==> config.mk <==
export PLATFORM = sky130hd
export DESIGN_NAME = bus_grant_sequencer_flat
export DESIGN_NICKNAME = d
export VERILOG_FILES = /design/src/rtl/bus_grant_sequencer_pkg.sv /design/src/rtl/bus_grant_sequencer_if.sv /design/src/rtl/bus_grant_sequencer_rr_pick4.sv /design/src/rtl/bus_grant_sequencer.sv /design/src/flat_wrapper.sv
export SDC_FILE = /design/constraint.sdc
export NUM_CORES = 1
export LEC_CHECK = 0
export ABC_AREA = 1
export BUFFER_PORTS_ARGS = -buffer_cell sky130_fd_sc_hd__clkbuf_2
export CAP_MARGIN = 30
export CORE_ASPECT_RATIO = 1.4
export CORE_MARGIN = 2
export CORE_UTILIZATION = 35
export CTS_BUF_LIST = sky130_fd_sc_hd__clkbuf_8
export CTS_CLUSTER_DIAMETER = 60
export DETAILED_ROUTE_END_ITERATION = 8
export SETUP_SLACK_MARGIN = 0.15
export SKIP_CTS_REPAIR_TIMING = 1
export SLEW_MARGIN = 5
export SYNTH_ARGS = -nofsm -noshare
export SYNTH_HDL_FRONTEND = slang
export SYNTH_SLANG_ARGS = --single-unit
==> constraint.sdc <==
create_clock -name clock -period 3.2 [get_ports clock]
set_input_delay 0.32 -clock clock [delete_from_list [all_inputs] [get_ports clock]]
set_output_delay 0.32 -clock clock [all_outputs]
set_load 0.01 [all_outputs]
==> src/rtl/bus_grant_sequencer_pkg.sv <==
// rtl/bus_grant_sequencer_pkg.sv - shared types, sizes and select decode for the bus grant sequencer
package bus_grant_sequencer_pkg;

    localparam int NUM_REQ = 4;
    localparam int SEL_W   = 2;

    typedef enum logic [1:0] {
        ST_IDLE = 2'd0,
        ST_OWN  = 2'd1,
        ST_GAP  = 2'd2
    } state_t;

    // Same pattern the downstream 2:4 decoder produces for an enabled select.
    function automatic logic [0:NUM_REQ-1] decode_sel(input logic [SEL_W-1:0] s);
        logic [0:NUM_REQ-1] pat;
        case (s)
            2'd0:    pat = 4'b0111;
            2'd1:    pat = 4'b1011;
            2'd2:    pat = 4'b1101;
            default: pat = 4'b1110;
        endcase
        return pat;
    endfunction

endpackage

==> src/rtl/bus_grant_sequencer_if.sv <==
// rtl/bus_grant_sequencer_if.sv - request/grant bundle between requesters, sequencer and decoder
interface bus_grant_sequencer_if;
    import bus_grant_sequencer_pkg::*;

    logic [0:NUM_REQ-1] req_n;
    logic [SEL_W-1:0]   sel;
    logic               enable_n;
    logic [0:NUM_REQ-1] grant_n;
    logic               timeout;

    modport master (input req_n, output sel, output enable_n, output grant_n, output timeout);
    modport slave  (output req_n, input sel, input enable_n, input grant_n, input timeout);

endinterface

==> src/rtl/bus_grant_sequencer_rr_pick4.sv <==
// rtl/bus_grant_sequencer_rr_pick4.sv - round-robin pick of the first eligible index after last
module rr_pick4 (
    input  logic [0:3] eligible,
    input  logic [1:0] last,
    output logic [1:0] winner,
    output logic       any
);

    logic [1:0] idx;

    always_comb begin
        winner = last;
        any    = 1'b0;
        idx    = 2'd0;
        // Offset 4 wraps back to last itself, so the previous owner is scanned last.
        for (int k = 1; k <= 4; k++) begin
            idx = last + 2'(k);
            if (!any && eligible[idx]) begin
                winner = idx;
                any    = 1'b1;
            end
        end
    end

endmodule

==> src/rtl/bus_grant_sequencer.sv <==
// rtl/bus_grant_sequencer.sv - round-robin bus owner sequencer with hold limit and turnaround gap
module bus_grant_sequencer #(
    parameter int HOLD_MAX   = 15,
    parameter int TURNAROUND = 1
) (
    input  logic                  clock,
    input  logic                  reset_n,
    bus_grant_sequencer_if.master bus
);
    import bus_grant_sequencer_pkg::*;

    localparam logic [7:0] HOLD_LAST = 8'(HOLD_MAX - 1);
    localparam logic [7:0] TURN_LAST = 8'(TURNAROUND - 1);

    state_t             state_q, state_d;
    logic [SEL_W-1:0]   sel_q, sel_d, last_q, last_d, winner;
    logic               en_q, en_d, to_q, to_d, any;
    logic [7:0]         cnt_q, cnt_d;
    logic [0:NUM_REQ-1] lock_q, lock_d, grant_q, grant_d, eligible;

    assign eligible = ~bus.req_n & ~lock_q;

    rr_pick4 u_pick (
        .eligible (eligible),
        .last     (last_q),
        .winner   (winner),
        .any      (any)
    );

    always_ff @(posedge clock or negedge reset_n) begin
        if (!reset_n) begin
            state_q <= ST_IDLE;
            sel_q   <= '0;
            last_q  <= 2'd3;
            en_q    <= 1'b1;
            to_q    <= 1'b0;
            cnt_q   <= '0;
            lock_q  <= '0;
            grant_q <= '1;
        end else begin
            state_q <= state_d;
            sel_q   <= sel_d;
            last_q  <= last_d;
            en_q    <= en_d;
            to_q    <= to_d;
            cnt_q   <= cnt_d;
            lock_q  <= lock_d;
            grant_q <= grant_d;
        end
    end

    always_comb begin
        state_d = state_q;
        sel_d   = sel_q;
        last_d  = last_q;
        en_d    = en_q;
        to_d    = 1'b0;
        cnt_d   = cnt_q;
        lock_d  = lock_q & ~bus.req_n;

        case (state_q)
            ST_IDLE: begin
                if (any) begin
                    state_d = ST_OWN;
                    sel_d   = winner;
                    en_d    = 1'b0;
                    cnt_d   = '0;
                end
            end
            ST_OWN: begin
                // A voluntary release takes priority over a coincident hold-limit expiry.
                if (bus.req_n[sel_q]) begin
                    state_d = ST_GAP;
                    en_d    = 1'b1;
                    last_d  = sel_q;
                    cnt_d   = '0;
                end else if (cnt_q == HOLD_LAST) begin
                    state_d        = ST_GAP;
                    en_d           = 1'b1;
                    last_d         = sel_q;
                    cnt_d          = '0;
                    to_d           = 1'b1;
                    lock_d[sel_q]  = 1'b1;
                end else begin
                    cnt_d = cnt_q + 8'd1;
                end
            end
            ST_GAP: begin
                if (cnt_q == TURN_LAST) begin
                    state_d = ST_IDLE;
                    cnt_d   = '0;
                end else begin
                    cnt_d = cnt_q + 8'd1;
                end
            end
            default: state_d = ST_IDLE;
        endcase

        grant_d = en_d ? '1 : decode_sel(sel_d);
    end

    assign bus.sel      = sel_q;
    assign bus.enable_n = en_q;
    assign bus.grant_n  = grant_q;
    assign bus.timeout  = to_q;

endmodule
==> src/flat_wrapper.sv <==
// flat-port wrapper written by rule: the top's interface ports become plain ports
module bus_grant_sequencer_flat import bus_grant_sequencer_pkg::*;
#(
    parameter int HOLD_MAX   = 15,
    parameter int TURNAROUND = 1
)
  (clock, reset_n, bus_req_n, bus_sel, bus_enable_n, bus_grant_n, bus_timeout);
  bus_grant_sequencer_if bus_i ();
  input  logic clock;
  input  logic reset_n;
  input wire logic [$bits(bus_i.req_n)-1:0] bus_req_n;
  output wire logic [$bits(bus_i.sel)-1:0] bus_sel;
  output wire logic [$bits(bus_i.enable_n)-1:0] bus_enable_n;
  output wire logic [$bits(bus_i.grant_n)-1:0] bus_grant_n;
  output wire logic [$bits(bus_i.timeout)-1:0] bus_timeout;
  assign bus_i.req_n = bus_req_n;
  assign bus_sel = bus_i.sel;
  assign bus_enable_n = bus_i.enable_n;
  assign bus_grant_n = bus_i.grant_n;
  assign bus_timeout = bus_i.timeout;
  bus_grant_sequencer #(.HOLD_MAX(HOLD_MAX), .TURNAROUND(TURNAROUND)) u_core (.clock(clock), .reset_n(reset_n), .bus(bus_i));
endmodule
After elaboration in Yosys (flattened, before gate mapping):

Index checks and enable logic that the tools add are counted.

* bits in registers: 24
* logic and storage cells: 102

* add/subtract/negate cells: 4
* eq/ne operators: 8
* order comparisons: 6
* reduce and logical (&&, ||, !) cells: 15
* bitwise gates (word level): 10
* mux-type cells: 51

Operator list (number)
* 2-to-1 mux 8 bit: 4
* 2-to-1 mux 2 bit: 12
* one-hot mux 8 bit (3 select lines): 1
* 2-to-1 mux 1 bit: 21
* 2-to-1 mux 4 bit: 4
* greater-or-equal comparator 3 bit, second input constant: 5
* NOT 2 -> 3 bit: 5
* one-hot mux 4 bit (3 select lines): 1
* binary-select mux 1 bit (select 2 bit): 5
* adder 8 x 1 -> 8 bit, second input constant: 1
* AND 4 bit: 2
* == test 8 x 4 -> 1 bit, second input constant: 1
* zero test 8 bit: 1
* NOT 4 bit: 2
* one-hot mux 2 bit (3 select lines): 1
* adder 2 bit, second input constant: 2
* == test 2 x 1 -> 1 bit, second input constant: 2
* == test 2 bit, second input constant: 2
* logical AND 1 bit: 4
* zero test 2 bit: 2
* != test 2 x 1 -> 1 bit, second input constant: 2
* bitwise OR 4 bit: 1
* AND reduction 2 bit: 2
* zero test 1 bit: 3
* other kinds (8): 8

Logic depth before layout (Yosys ltp):

Gate-level depths: netlist (run 1).

* depth in word-level cells: 20
* mapped depth: 15
* gate-level depth less buffers: 14

Hierarchy:

From an unflattened synthesis (run 1), not the netlist that was laid out.

* cells, all modules: 218
* area, all modules: 1637.8 µm²

Modules (own cells, without submodules)
* bus_grant_sequencer: times used 1, cells each 172, area each 1406.3 µm²
* rr_pick4: times used 1, cells each 46, area each 231.5 µm²

Worst setup path after synthesis (run 1):

No wires, ideal clock.

* path type: flip-flop to flip-flop
* from: reg u_core.last_q[0]
* to: reg u_core.cnt_q[6]
* clock period less this slack: 1.675 ns
* required time: 3.083 ns
* cell stages (with the launch flop): 14
* path slack: 1.525 ns
* arrival: 1.558 ns
* buffers on the path: 2
* cell sequence: dfstp_2 -> buf_6 -> inv_8 -> nand2_2 -> nand3_4 -> nand2_4 -> nand3_4 -> inv_4 -> nand2_4 -> nor2_4 -> nor2_4 -> buf_12 -> nand2_2 -> o21ai_2

* longest elaborated chain between the ends: 17

Ends and longest elaborated chain
* start: declaration: line bus_grant_sequencer.sv:16 `logic [SEL_W-1:0] sel_q, sel_d, last_q, last_d, winner;`
* start signal: assignment: line bus_grant_sequencer.sv:43 `last_q <= last_d;`
* adder 2 x 1 -> 2 bit: line bus_grant_sequencer_rr_pick4.sv:17 `idx = last + 2'(k);`
* NOT 2 -> 3 bit (implied by the code): line bus_grant_sequencer_rr_pick4.sv:18 `if (!any && eligible[idx]) begin`
* binary-select mux 1 bit (select 2 bit): line bus_grant_sequencer_rr_pick4.sv:18
* 2-to-1 mux 1 bit (implied by the code) (2 in series): line bus_grant_sequencer_rr_pick4.sv:18
* 2-to-1 mux 1 bit: line bus_grant_sequencer_rr_pick4.sv:18
* zero test 1 bit: line bus_grant_sequencer_rr_pick4.sv:18
* logical AND 1 bit: line bus_grant_sequencer_rr_pick4.sv:18
* 2-to-1 mux 1 bit: line bus_grant_sequencer_rr_pick4.sv:18
* zero test 1 bit: line bus_grant_sequencer_rr_pick4.sv:18
* logical AND 1 bit: line bus_grant_sequencer_rr_pick4.sv:18
* 2-to-1 mux 1 bit: line bus_grant_sequencer_rr_pick4.sv:18
* zero test 1 bit: line bus_grant_sequencer_rr_pick4.sv:18
* logical AND 1 bit: line bus_grant_sequencer_rr_pick4.sv:18
* 2-to-1 mux 1 bit (*): line bus_grant_sequencer_rr_pick4.sv:18
* != test 2 x 1 -> 1 bit (no source line) (*)
* AND reduction 2 bit (no source line) (*)
* end signal: assignment: line bus_grant_sequencer.sv:46 `cnt_q <= cnt_d;`
* end: declaration: line bus_grant_sequencer.sv:18 `logic [7:0] cnt_q, cnt_d;`

Mark *: on every way between the ends. The rest lies on a longest branch, timed or not. The select of a mux whose other input is x is not followed.
A chain may end at the register's enable or synchronous reset.

Worst setup path after layout (run 1):

* from: reg u_core.last_q[0]
* to: reg u_core.cnt_q[1]

Same word-level chain as after synthesis.

==> metrics.md, run 1 <==
| Metric | Value |
|---|---|
| Longest Clk Path Bufs | `2` |
| DIE HEIGHT | `88.66 um` |
| Syn Inst Count | `232` |
| Initial Util | `0.3672` |
| Post-synthesis compound-gate area fraction | `0.09358` |
| Yosys top cell by area | `dfrtp_1` |
| Worst EP required | `3.35 ns` |
| Initial antenna violation count | `0` |
| Non-filler cells, final | `309` |
| Gpl congestion | `0.8062` |
| RSZ-0062 raised after global routing | `false` |
| Setup WS pre-CTS | `1.175 ns` |
| Core ar. | `4880 um2` |
| CP startpoint kind | `flip-flop` |
| Hold crit path type | `primary input to async pin` |
| Post-synthesis sequential area ratio | `0.3401` |
| Reg2Reg Launch Point | `u_core.last_q[0]$_DFFE_PN1P_` |
| H-tree depth | `1` |
| Slew Limit Fails | `0` |
| Vias in the first global route | `1418` |
| Most frequent cells in the layout | `nand2_1 (52), inv_1 (30), nand3_1 (29)` |
| DRT Wirelength | `3638 um` |
| Synth Area in Simple Gates | `0.3918` |
| Hpwl dp | `2963 um` |
| Mean Syn Cell Area | `7.723 um2` |
| Worst-Margin Slew | `0.6278 ns` |
| Post-synthesis adder-cell area fraction | `0.04888` |
| First drt pass iteration count | `4` |
| Final worst-path cycle share | `0.6319` |
| Worst skew pair latency | `0.26 ns` |
| Setup_tns | `0 ns` |
| Met3 Track Usage GR | `0.01908` |
| CTS tree | `done` |
| Flops & latches, synth | `24` |
| Number of max-cap violations | `0` |
| Port Buffer Count | `13` |
| First DRT Iteration DRCs | `53` |
| Max-slew headroom | `0.5815` |
| Overall Global Routing Usage | `0.1435` |
| Die Area | `5716 um2` |
| Ports | `14` |
| Share of layout cells above drive strength 1 | `0.2694` |
| Cts bufs inserted | `3` |
| Ant diodes | `0` |
| Syn nets | `245` |
| Post-Syn Area | `1792 um2` |
| Layout Skew | `0.003353 ns` |
| Synth Warn # | `0` |
| Clock Sinks | `24` |
| Final Core Density | `0.3987` |
| Fin. Hold Viols | `0` |
| Min Tclk post-route | `2.022 ns` |
| Clock transition at path regs | `0.08 ns` |
| Placed Instances | `305` |
| Crit path from | `u_core.last_q[0]$_DFFE_PN1P_` |
| Area grow syn2layout | `8.590%` |
| Worst-path fanout max | `13` |
| Most common cell after layout, fill and taps aside | `nand2_1` |
| Setup ws final | `1.178 ns` |
| Total grt overflow | `0` |
| Critical setup path kind | `flip-flop to flip-flop` |
| Root Driver | `clkbuf_8` |
| Final setup vio count | `0` |
| Synth Area in XOR/XNOR | `0.01955` |
| Chip Width | `64.47 um` |
| Outcome | `finished, final reports clean` |
| Largest net degree at the start of global routing | `25` |
| First-pass GRT wire length | `6444 um` |
| Post-route ant nets | `0` |
| Met2 Use GR | `0.2775` |
| Total number of vias | `1447` |
| Nature of the critical path endpoint | `flip-flop` |
| Cell variety after synth | `28` |
| Post-route DRC | `0` |
| Busiest layer in global routing | `met2` |
| Yosys top cell area share | `0.2374` |
| Fmax | `0.4946 GHz` |
| Nets | `259` |
| Leak pwr | `0.9534 nW` |
| Via-to-Cell Ratio | `4.683` |
| Ranking of synthesized cells by area | `dfrtp_1 (24%), nand2_1 (11%), dfstp_2 (10%), nand3_1 (8.1%), inv_1 (6.3%)` |
| Pwr dens | `866.6 nW/um2` |
| VDD IR max | `0.2349 mV` |
| WL per Instance | `11.77 um` |
| Met1 Track Usage GR | `0.1614` |
| Post-synthesis mux area share | `0` |
| CP arrival | `2.17 ns` |
| Rows | `30` |
| Largest family of logic cells by synthesized area | `simple AND/OR/NAND/NOR gates` |
layout make-up:
| cell class | instances | area, um2 |
|---|---|---|
| fillers | 500 | 2934 |
| multi-input cells | 169 | 992.2 |
| flip-flops and latches | 24 | 609.3 |
| inverters | 35 | 143.9 |
| well taps | 64 | 80.08 |
| repair buffers | 13 | 65.06 |
| clock buffers | 4 | 55.05 |
power by group:
part / total [W] / internal [W] / switching [W]
Combinational: 0.000983 / 0.000317 / 0.000666
Sequential: 0.000499 / 0.000400 / 0.0000994
Clock: 0.000204 / 0.000110 / 0.0000941
Total: 0.00169 / 0.000827 / 0.000859
registers in the layout, summed over array words and instances (netlist names):
| name | count |
|---|---|
| u_core.bus.enable_n | 1 |
| u_core.lock_q | 4 |
| u_core.last_q | 2 |
| u_core.bus.sel | 2 |
| u_core.state_q | 2 |
| u_core.bus.timeout | 1 |
| u_core.bus.grant_n | 4 |
| u_core.cnt_q | 8 |
worst max-delay path: stages, from the launching register on:
cell	delay, ns
dfstp_2	0.69
nand2_1	0.18
nand3_1	0.15
nand2_2	0.08
nand3_4	0.09
inv_4	0.04
nand2_4	0.06
nor2_4	0.04
nor2_4	0.34
inv_2	0.09
nand2_1	0.07
o21ai_1	0.07
logic make-up after synthesis:
kind of cell               count (synthesis)
xor gates and xnor gates                   4
AOI/OAI and AO/OA                         27
buffers and inverters                     39
and+or+nand+nor                          131
adders and majority gates                  7
DFF                                       24
worst paths after layout:
kind	end	slack [ns]	cells past startpoint
hold reg to reg	u_core.lock_q[2]$_DFF_PN0_	0.50	2
min in group clock	u_core.lock_q[1]$_DFF_PN0_	0.30	2
setup reg to reg	u_core.cnt_q[1]$_DFFE_PN0P_	1.18	11
setup / recovery	u_core.cnt_q[1]$_DFFE_PN0P_	1.18	11
hold / removal	u_core.cnt_q[3]$_DFFE_PN0P_	0.06	1
max in group asynchronous	u_core.bus.sel[0]$_DFF_PN0_	2.74	1
cells in the mapped netlist:
| master | instances |
|---|---|
| a21oi_1 | 6 |
| buf_1 | 1 |
| buf_12 | 1 |
| buf_6 | 2 |
| dfrtp_1 | 17 |
| dfstp_2 | 7 |
| ha_1 | 7 |
| inv_1 | 30 |
| inv_2 | 2 |
| inv_4 | 2 |
| inv_8 | 1 |
| nand2_1 | 52 |
| nand2_2 | 13 |
| nand2_4 | 6 |
| nand3_1 | 29 |
| nand3_4 | 3 |
| nand4_1 | 6 |
| nor2_1 | 11 |
| nor2_2 | 5 |
| nor2_4 | 3 |
| nor3_1 | 2 |
| nor4_1 | 1 |
| o21ai_0 | 7 |
| o21ai_1 | 4 |
| o21ai_2 | 7 |
| o22ai_1 | 2 |
| o32ai_1 | 1 |
| xor2_1 | 4 |
per-stage QoR:
| step | hold slack, ns | total power (W) | instance area (um2) |
|---|---|---|---|
| floorplan | 0.02441 | 0.001321 | 1792 |
| global placement | 0.3671 | 0.001492 | 1891 |
| detailed placement | 0.3603 | 0.001498 | 1891 |
| CTS | 0.06811 | 0.001714 | 1946 |
| global route | 0.08886 | 0.001876 | 1946 |
| finish | 0.05879 | 0.001686 | 1946 |
routing by layer:
metal	vias up	wire, um
met5	-	0
met3	5	64
met4	0	48
met2	12	1992
li1	770	-
met1	660	1533
Power figures use the tool's default switching activity.
==> inputs of run 2 (changes only) <==
clock period = 1.95 ns   (was 3.2 ns; I/O delays follow)
==> run 2 against run 1 <==
Effect of this change:
- via count rose by 8.5%
- worst hold slack improved by 0.11 ns
- sequential power up 56%
- combinational power increased by 110%
- worst setup slack got worse by 1.0 ns
- sequential share of layout area fell by 3.4 points
- first-iteration DRC count shrank 36%
- fmax increased by 11%
- routed wire length grew 9.5%
- flip-flop and latch count is the same
- critical endpoint is now u_core.cnt_q[6]$_DFFE_PN0P_
- largest cell class unchanged
- highest routed layer unchanged
==> metrics.md, run 2 (synthesis gave the netlist of run 1 again) <==
| Metric | Value |
|---|---|
| Switching Share | `0.4783 (-0.03141)` |
| Worst-path fanout max | `8 (-5)` |
| Crit path max-delay cell type | `dfstp_2` |
| First drt pass iteration count | `4 (unchanged)` |
| R2r worst-path depth | `13 (+2)` |
| Max reg flops | `8 (unchanged)` |
| Gpl congestion | `0.8861 (+9.9%)` |
| Final worst-path cycle share | `0.9321 (+0.3002)` |
| Share of power burned in registers | `0.236 (-0.060)` |
| Most frequent cells in the layout | `nand2_1 (48), inv_1 (30), nand3_1 (25)` |
| Outcome | `finished, final reports clean` |
| Setup_tns | `0 ns (unchanged)` |
| H-tree depth | `1 (unchanged)` |
| CP startpoint kind | `flip-flop` |
| Ant diodes | `0 (unchanged)` |
| Reg2Reg Launch Point | `u_core.last_q[0]$_DFFE_PN1P_` |
| DIE HEIGHT | `88.66 um (unchanged)` |
| Number of max-cap violations | `0 (unchanged)` |
| Stages on the worst setup path | `13 (+2)` |
| Worst skew pair latency | `0.27 ns (about the same)` |
| Buffers plus inverters on the worst setup path | `3 (+1)` |
| Die Area | `5716 um2 (unchanged)` |
| WL per Instance | `12.22 um (+3.8%)` |
| Core ar. | `4880 um2 (unchanged)` |
| Hold Path Sink | `u_core.lock_q[1]$_DFF_PN0_` |
| Overall Global Routing Usage | `0.1382 (-0.005318)` |
| Total number of vias | `1570 (+8.5%)` |
| Initial antenna violation count | `0 (unchanged)` |
| Min Tclk post-route | `1.818 ns (-0.2045 ns)` |
| Fmax | `0.5502 GHz (+11%)` |
| Area grow syn2layout | `21.86%` |
| Post-route ant nets | `0 (unchanged)` |
| Post-route DRC | `0 (unchanged)` |
| Via-to-Cell Ratio | `4.816 (+2.8%)` |
| Non-filler cells, final | `326 (+5.5%)` |
| Placed Instances | `307 (+0.66%)` |
| Port Buffer Count | `13 (unchanged)` |
| Setup ws final | `0.1325 ns (-1.046 ns)` |
| Share of layout cells above drive strength 1 | `0.3779 (+0.1085)` |
| Clock Sinks | `24 (unchanged)` |
| Reg2reg setup slack | `0.13 ns (-1.05 ns)` |
| Initial Util | `0.3672 (unchanged)` |
| First-pass GRT wire length | `6299 um (-2.3%)` |
| Cell Chain, Critical Path | `buf_4, nand2_2, nand2_4, nand3_4, nand2_4, nand3_4, inv_4, nand2_4, nor2_4, nor2_4, buf_6, nand2_2, o21ai_2` |
| Int Pwr | `0.001721 W (+110%)` |
| Rows | `30 (unchanged)` |
| Pwr dens | `1511 nW/um2 (+74%)` |
| CTS tree | `done` |
| Most Frequent Cell on Critical Path | `nand2_4` |
| Ports | `14 (unchanged)` |
| Slew Limit Fails | `0 (unchanged)` |
| Final setup vio count | `0 (unchanged)` |
| Nature of the critical path endpoint | `flip-flop` |
| Vias in the first global route | `1461 (+3.0%)` |
| Total grt overflow | `0 (unchanged)` |
| RR Endpoint | `u_core.cnt_q[6]$_DFFE_PN0P_` |
| First DRT Iteration DRCs | `34 (-36%)` |
| Clock power frac | `0.133 (+0.012)` |
| Clock transition at path regs | `0.09 ns (about the same)` |
| Comb power frac | `0.631 (+0.048)` |
| Hpwl dp | `2870 um (-3.1%)` |
| Worst-Margin Slew | `0.6228 ns (-0.005053 ns)` |
| Hold crit path type | `primary input to flip-flop` |
| Cts bufs inserted | `3 (unchanged)` |
| DRT Wirelength | `3985 um (+9.5%)` |
| Chip Width | `64.47 um (unchanged)` |
| Critical setup path kind | `flip-flop to flip-flop` |
| Nets | `276 (+6.6%)` |
| Cell family with most CP delay | `simple AND/OR/NAND/NOR gates` |
| Worst EP required | `2.11 ns (-1.24 ns)` |
| Hold Crit Depth | `2` |
| Min-delay src | `bus_req_n[2]` |
| RSZ-0062 raised after global routing | `true` |
| Setup WS pre-CTS | `0.05366 ns (-1.122 ns)` |
| VDD IR max | `0.4716 mV (+100%)` |
| Biggest register | `u_core.cnt_q` |
| Fin. Hold Viols | `0 (unchanged)` |
| Most common cell after layout, fill and taps aside | `nand2_1` |
| Layout Skew | `0.002960 ns (-0.0003924 ns)` |
| Largest net degree at the start of global routing | `25 (unchanged)` |
| Max-slew headroom | `0.5848 (+0.003369)` |
| Worst path max stage delay | `0.57 ns (-0.12 ns)` |
| Root Driver | `clkbuf_8` |
| P_sw | `0.001578 W (+84%)` |
| Longest Clk Path Bufs | `2 (unchanged)` |
| CP arrival | `1.98 ns (-0.19 ns)` |
| Leak pwr | `1.071 nW (+12%)` |
[run 2: cell count changes in the layout (fill, tap and decap cells not counted), sizes merged]
cell | before | now
bufinv | 0 | 1
clkbuf | 17 | 16
dlygate4sd3 | 0 | 1
buf | 0 | 16
[run 2: worst register-to-register path, delay by kind of cell (launching register included)]
kind                   cells  cell delay (ns)
AOI/OAI and AO/OA          1             0.04
buffers and inverters      3             0.36
DFF                        1             0.57
and+or+nand+nor            9             0.74
[run 2: stage by stage]
step / area, um2 / total power, W / utilization / hold slack [ns]
final: 2183 / 0.003299 / 0.4474 / 0.1722
after global routing: 2183 / 0.003593 / 0.4474 / 0.1687
after CTS: 1977 / 0.002928 / 0.4051 / -0.05284
after detailed placement: 1906 / 0.002474 / 0.3905 / 0.2457
after global placement: 1906 / 0.002473 / 0.3905 / 0.2389
after floorplan: 1792 / 0.002168 / - / -0.1006
[run 2: area by class of cell]
class                           count  area (um2)
Fill cell                         488        2696
Multi-Input combinational cell    169        1066
Sequential cell                    24       610.6
Timing Repair Buffer               30       211.5
Inverter                           35       143.9
Tap cell                           64       80.08
Clock buffer                        3       41.29
Clock inverter                      1       30.03
[run 2: how the worst max path moves through the flow]
stage                                             end                         start
after detailed placement  u_core.cnt_q[6]$_DFFE_PN0P_  u_core.last_q[0]$_DFFE_PN1P_
after global placement    u_core.cnt_q[6]$_DFFE_PN0P_  u_core.last_q[0]$_DFFE_PN1P_
after floorplan           u_core.cnt_q[6]$_DFFE_PN0P_  u_core.last_q[0]$_DFFE_PN1P_
final                     u_core.cnt_q[6]$_DFFE_PN0P_  u_core.last_q[0]$_DFFE_PN1P_
after global routing      u_core.cnt_q[6]$_DFFE_PN0P_  u_core.last_q[1]$_DFFE_PN1P_
after CTS                 u_core.cnt_q[6]$_DFFE_PN0P_  u_core.last_q[0]$_DFFE_PN1P_
[run 2: metal layers]
layer / up-vias / wire length (um) / track usage / part of all wire
met1: 739 / 1603 / 0.1576 / 0.40
li1: 807 / - / - / -
met5: - / 0 / 0 / 0
met2: 17 / 2216 / 0.2633 / 0.56
met4: 0 / 70 / 0.04449 / 0.018
met3: 7 / 94 / 0.02036 / 0.024
[run 2: power groups by stage]
stage | logic, W | clock network (W) | registers (W)
2_1_floorplan | 0.00140 | 0 | 0.000765
3_3_place_gp | 0.00165 | 0 | 0.000827
3_5_place_dp | 0.00165 | 0 | 0.000826
4_1_cts | 0.00166 | 0.000453 | 0.000817
5_1_grt | 0.00233 | 0.000470 | 0.000798
6_report | 0.00208 | 0.000440 | 0.000779
==> inputs of run 3 (changes only) <==
ABC_AREA = unset   (was 1)
==> run 3 against run 2 <==
Effect of this change:
- fmax shrank 4.7%
- utilization is 3.2 points higher
- first-iteration DRC count rose to 3.4 times the previous value
- critical path depth is 6 lower
- non-clock buffer count grew 3
- largest cell class unchanged
- critical endpoint is now u_core.cnt_q[2]$_DFFE_PN0P_
==> metrics.md, run 3 <==
| Metric | Value |
|---|---|
| Min-delay src | `bus_req_n[3]` |
| CP arrival | `2.07 ns (+0.09 ns)` |
| Final setup vio count | `0 (unchanged)` |
| Post-route DRC | `0 (unchanged)` |
| Post-synth EDFFs | `0 (unchanged)` |
| CP startpoint kind | `flip-flop` |
| First DRT Iteration DRCs | `116 (+240%)` |
| Largest net degree at the start of global routing | `25 (unchanged)` |
| Share of layout cells above drive strength 1 | `0.3722 (-0.005640)` |
| Slew Limit Fails | `0 (unchanged)` |
| WL per Instance | `15.99 um (+31%)` |
| Number of max-cap violations | `0 (unchanged)` |
| Reg2Reg Launch Point | `u_core.bus.sel[0]$_DFF_PN0_` |
| Tot Pwr | `0.002533 W (-23%)` |
| Syn Inst Count | `143 (-38%)` |
| DRT Wirelength | `3566 um (-11%)` |
| Cts bufs inserted | `3 (unchanged)` |
| Initial Util | `0.3647 (-0.002507)` |
| Top post-synthesis cells by count | `dfrtp_1 (17), nand2_1 (14), inv_1 (13), nor2_1 (11), o211ai_1 (10)` |
| Layout Skew | `0.002342 ns (-0.0006179 ns)` |
| WHS | `0.1486 ns (-0.02356 ns)` |
| Ant diodes | `0 (unchanged)` |
| Clock power frac | `0.170 (+0.037)` |
| Biggest register | `u_core.cnt_q` |
| H-tree depth | `1 (unchanged)` |
| Clock Sinks | `24 (unchanged)` |
| VDD IR max | `0.7112 mV (+51%)` |
| Ranking of synthesized cells by area | `dfrtp_1 (30%), dfstp_2 (13%), ha_1 (6.1%), o211ai_1 (5.2%), nand2_1 (3.6%)` |
| Total number of vias | `1300 (-17%)` |
| Rows | `27 (-10%)` |
| Core ar. | `3953 um2 (-19%)` |
| RSZ-0062 raised after global routing | `true` |
| Cell variety after synth | `44 (+57%)` |
| Post-synthesis sequential area ratio | `0.4227 (+0.08266)` |
| Port Buffer Count | `13 (unchanged)` |
| Post-Syn Area | `1441 um2 (-20%)` |
| P_sw | `0.0009246 W (-41%)` |
| Vias in the first global route | `1257 (-14%)` |
| Mean Syn Cell Area | `10.08 um2 (+31%)` |
| Critical setup path kind | `flip-flop to flip-flop` |
| Chip Width | `58.24 um (-9.7%)` |
| Flops & latches, synth | `24 (unchanged)` |
| Area grow syn2layout | `31.42%` |
| Worst-Margin Slew | `0.5939 ns (-0.02890 ns)` |
| Post-route ant nets | `0 (unchanged)` |
| Hold crit path type | `primary input to flip-flop` |
| Min Tclk post-route | `1.907 ns (+0.08911 ns)` |
| Switching Share | `0.3651 (-0.1132)` |
| Outcome | `finished, final reports clean` |
| Clock transition at path regs | `0.08 ns (about the same)` |
| Longest Clk Path Bufs | `2 (unchanged)` |
| Fmax | `0.5245 GHz (-4.7%)` |
| Fill count | `386 (-21%)` |
| Max-slew headroom | `0.6041 (+0.01927)` |
| Die Area | `4655 um2 (-19%)` |
| Hpwl dp | `2599 um (-9.4%)` |
| Overall Global Routing Usage | `0.1645 (+0.02630)` |
| Max reg flops | `8 (unchanged)` |
| Worst skew pair latency | `0.26 ns (about the same)` |
| Register area | `613.1 um2 (+0.41%)` |
| Share of power burned in registers | `0.296 (+0.060)` |
| Int Pwr | `0.001608 W (-6.6%)` |
| First drt pass iteration count | `4 (unchanged)` |
| Pwr dens | `1337 nW/um2 (-12%)` |
| Comb power frac | `0.533 (-0.098)` |
| Root Driver | `clkbuf_8` |
| Area occupied by multi-input gates | `832.0 um2 (-22%)` |
| Nets | `194 (-30%)` |
| Gpl congestion | `0.8996 (+1.5%)` |
| Asr flop ratio synth | `1.000 (unchanged)` |
| First-pass GRT wire length | `5906 um (-6.2%)` |
| Crit path from | `u_core.bus.sel[0]$_DFF_PN0_` |
| Final worst-path cycle share | `0.9778 (+0.04570)` |
| Most frequent cells in the layout | `nand2_1 (14), buf_4 (14), dfrtp_1 (14)` |
| Placed Instance Area | `1680 um2 (-12%)` |
| Initial antenna violation count | `0 (unchanged)` |
| Ys flop type | `dfrtp_1` |
| Final Cell Area | `1894 um2 (-13%)` |
| Ports | `14 (unchanged)` |
| Nature of the critical path endpoint | `flip-flop` |
| Leak pwr | `0.7802 nW (-27%)` |
| Total grt overflow | `0 (unchanged)` |
| Worst-path fanout max | `4 (-4)` |
| Via-to-Cell Ratio | `5.830 (+21%)` |
| Fin. Hold Viols | `0 (unchanged)` |
| Count leader, synth | `dfrtp_1` |
| Synth Warn # | `0 (unchanged)` |
| Yosys top cell by area | `dfrtp_1` |
| Syn nets | `156 (-36%)` |
| Yosys top cell area share | `0.2951 (+0.05771)` |
| Worst EP required | `2.12 ns (about the same)` |
| DIE HEIGHT | `79.93 um (-9.8%)` |
| CTS tree | `done` |
## run 3: changes by cell type in the layout (fill, tap and decap cells not counted), moves of 6 or more
cell      before  now
inv_1         30   13
nand2_1       48   14
nand2_2       14    0
nand2_4        9    0
nand3_1       25    3
nand4_1        6    0
nor2_2        10    0
o211ai_1       0   10
o21ai_2        7    0
## run 3: metrics by stage
stage | worst slack [ns] | utilization | TNS [ns] | instances
after CTS | 0.02394 | 0.4432 | 0 | 218
after global placement | 0.07352 | 0.4251 | 0 | 214
final | 0.04339 | 0.4793 | 0 | 223
after floorplan | 0.07389 | - | 0 | 143
after detailed placement | 0.03601 | 0.4251 | 0 | 214
after global routing | -0.01372 | 0.4793 | -0.01372 | 223
## run 3: kinds of logic (layout without fill, tap and decap cells)
kind of cell | count (synthesis) | count (layout) | synth area share
AO/OA/AOI/OAI | 48 | 48 | 0.2648
adder cells (fa/ha/maj) | 7 | 7 | 0.06076
buffers and inverters | 14 | 51 | 0.05469
flip-flops | 24 | 24 | 0.4227
multiplexers | 2 | 2 | 0.02344
AND/OR/NAND/NOR | 48 | 48 | 0.1736
## run 3: worst max-delay path, stage by stage (launching register included)
cell and delay [ns]:
dfrtp_2 0.38, mux4_2 0.57, buf_12 0.16, a2111oi_4 0.20, buf_6 0.19, buf_6 0.11
o2111ai_2 0.10, o311ai_2 0.10
## run 3: path summary, 6_finish.rpt
check,end,slack (ns),cells past startpoint
worst max-delay path,u_core.cnt_q[2]$_DFFE_PN0P_,0.04,7
worst min-delay path,u_core.lock_q[0]$_DFF_PN0_,0.15,2
worst max register to register,u_core.cnt_q[2]$_DFFE_PN0P_,0.04,7
worst min register to register,u_core.last_q[0]$_DFFE_PN1P_,0.54,2
max in group asynchronous,u_core.bus.sel[0]$_DFF_PN0_,1.07,2
min in group asynchronous,u_core.lock_q[1]$_DFF_PN0_,0.46,2
## run 3: per-layer routing
layer / part of all wire / global-route usage / wire length [um] / vias up
met5: 0 / 0 / 0 / -
met4: 0.016 / 0.07442 / 56 / 0
met3: 0.033 / 0.01945 / 117 / 6
met2: 0.56 / 0.2966 / 1982 / 34
met1: 0.40 / 0.1895 / 1409 / 641
li1: - / - / - / 619
## run 3: final cells by class
type                       count  share of cell area
inverter                      14             0.04161
clock buffer                   3             0.02180
sequential                    24              0.3236
timing repair buffer          33              0.1295
multi-input combinational    105              0.4392
clock inverter                 1             0.01585
tap                           43             0.02840
## run 3: power groups by stage
stage	logic, W	clock network (W)	registers, W
after CTS	0.00113	0.000451	0.000743
after global placement	0.00110	0	0.000749
after floorplan	0.000688	0	0.000792
after global routing	0.00147	0.000467	0.000767
final	0.00135	0.000431	0.000751
after detailed placement	0.00112	0	0.000752
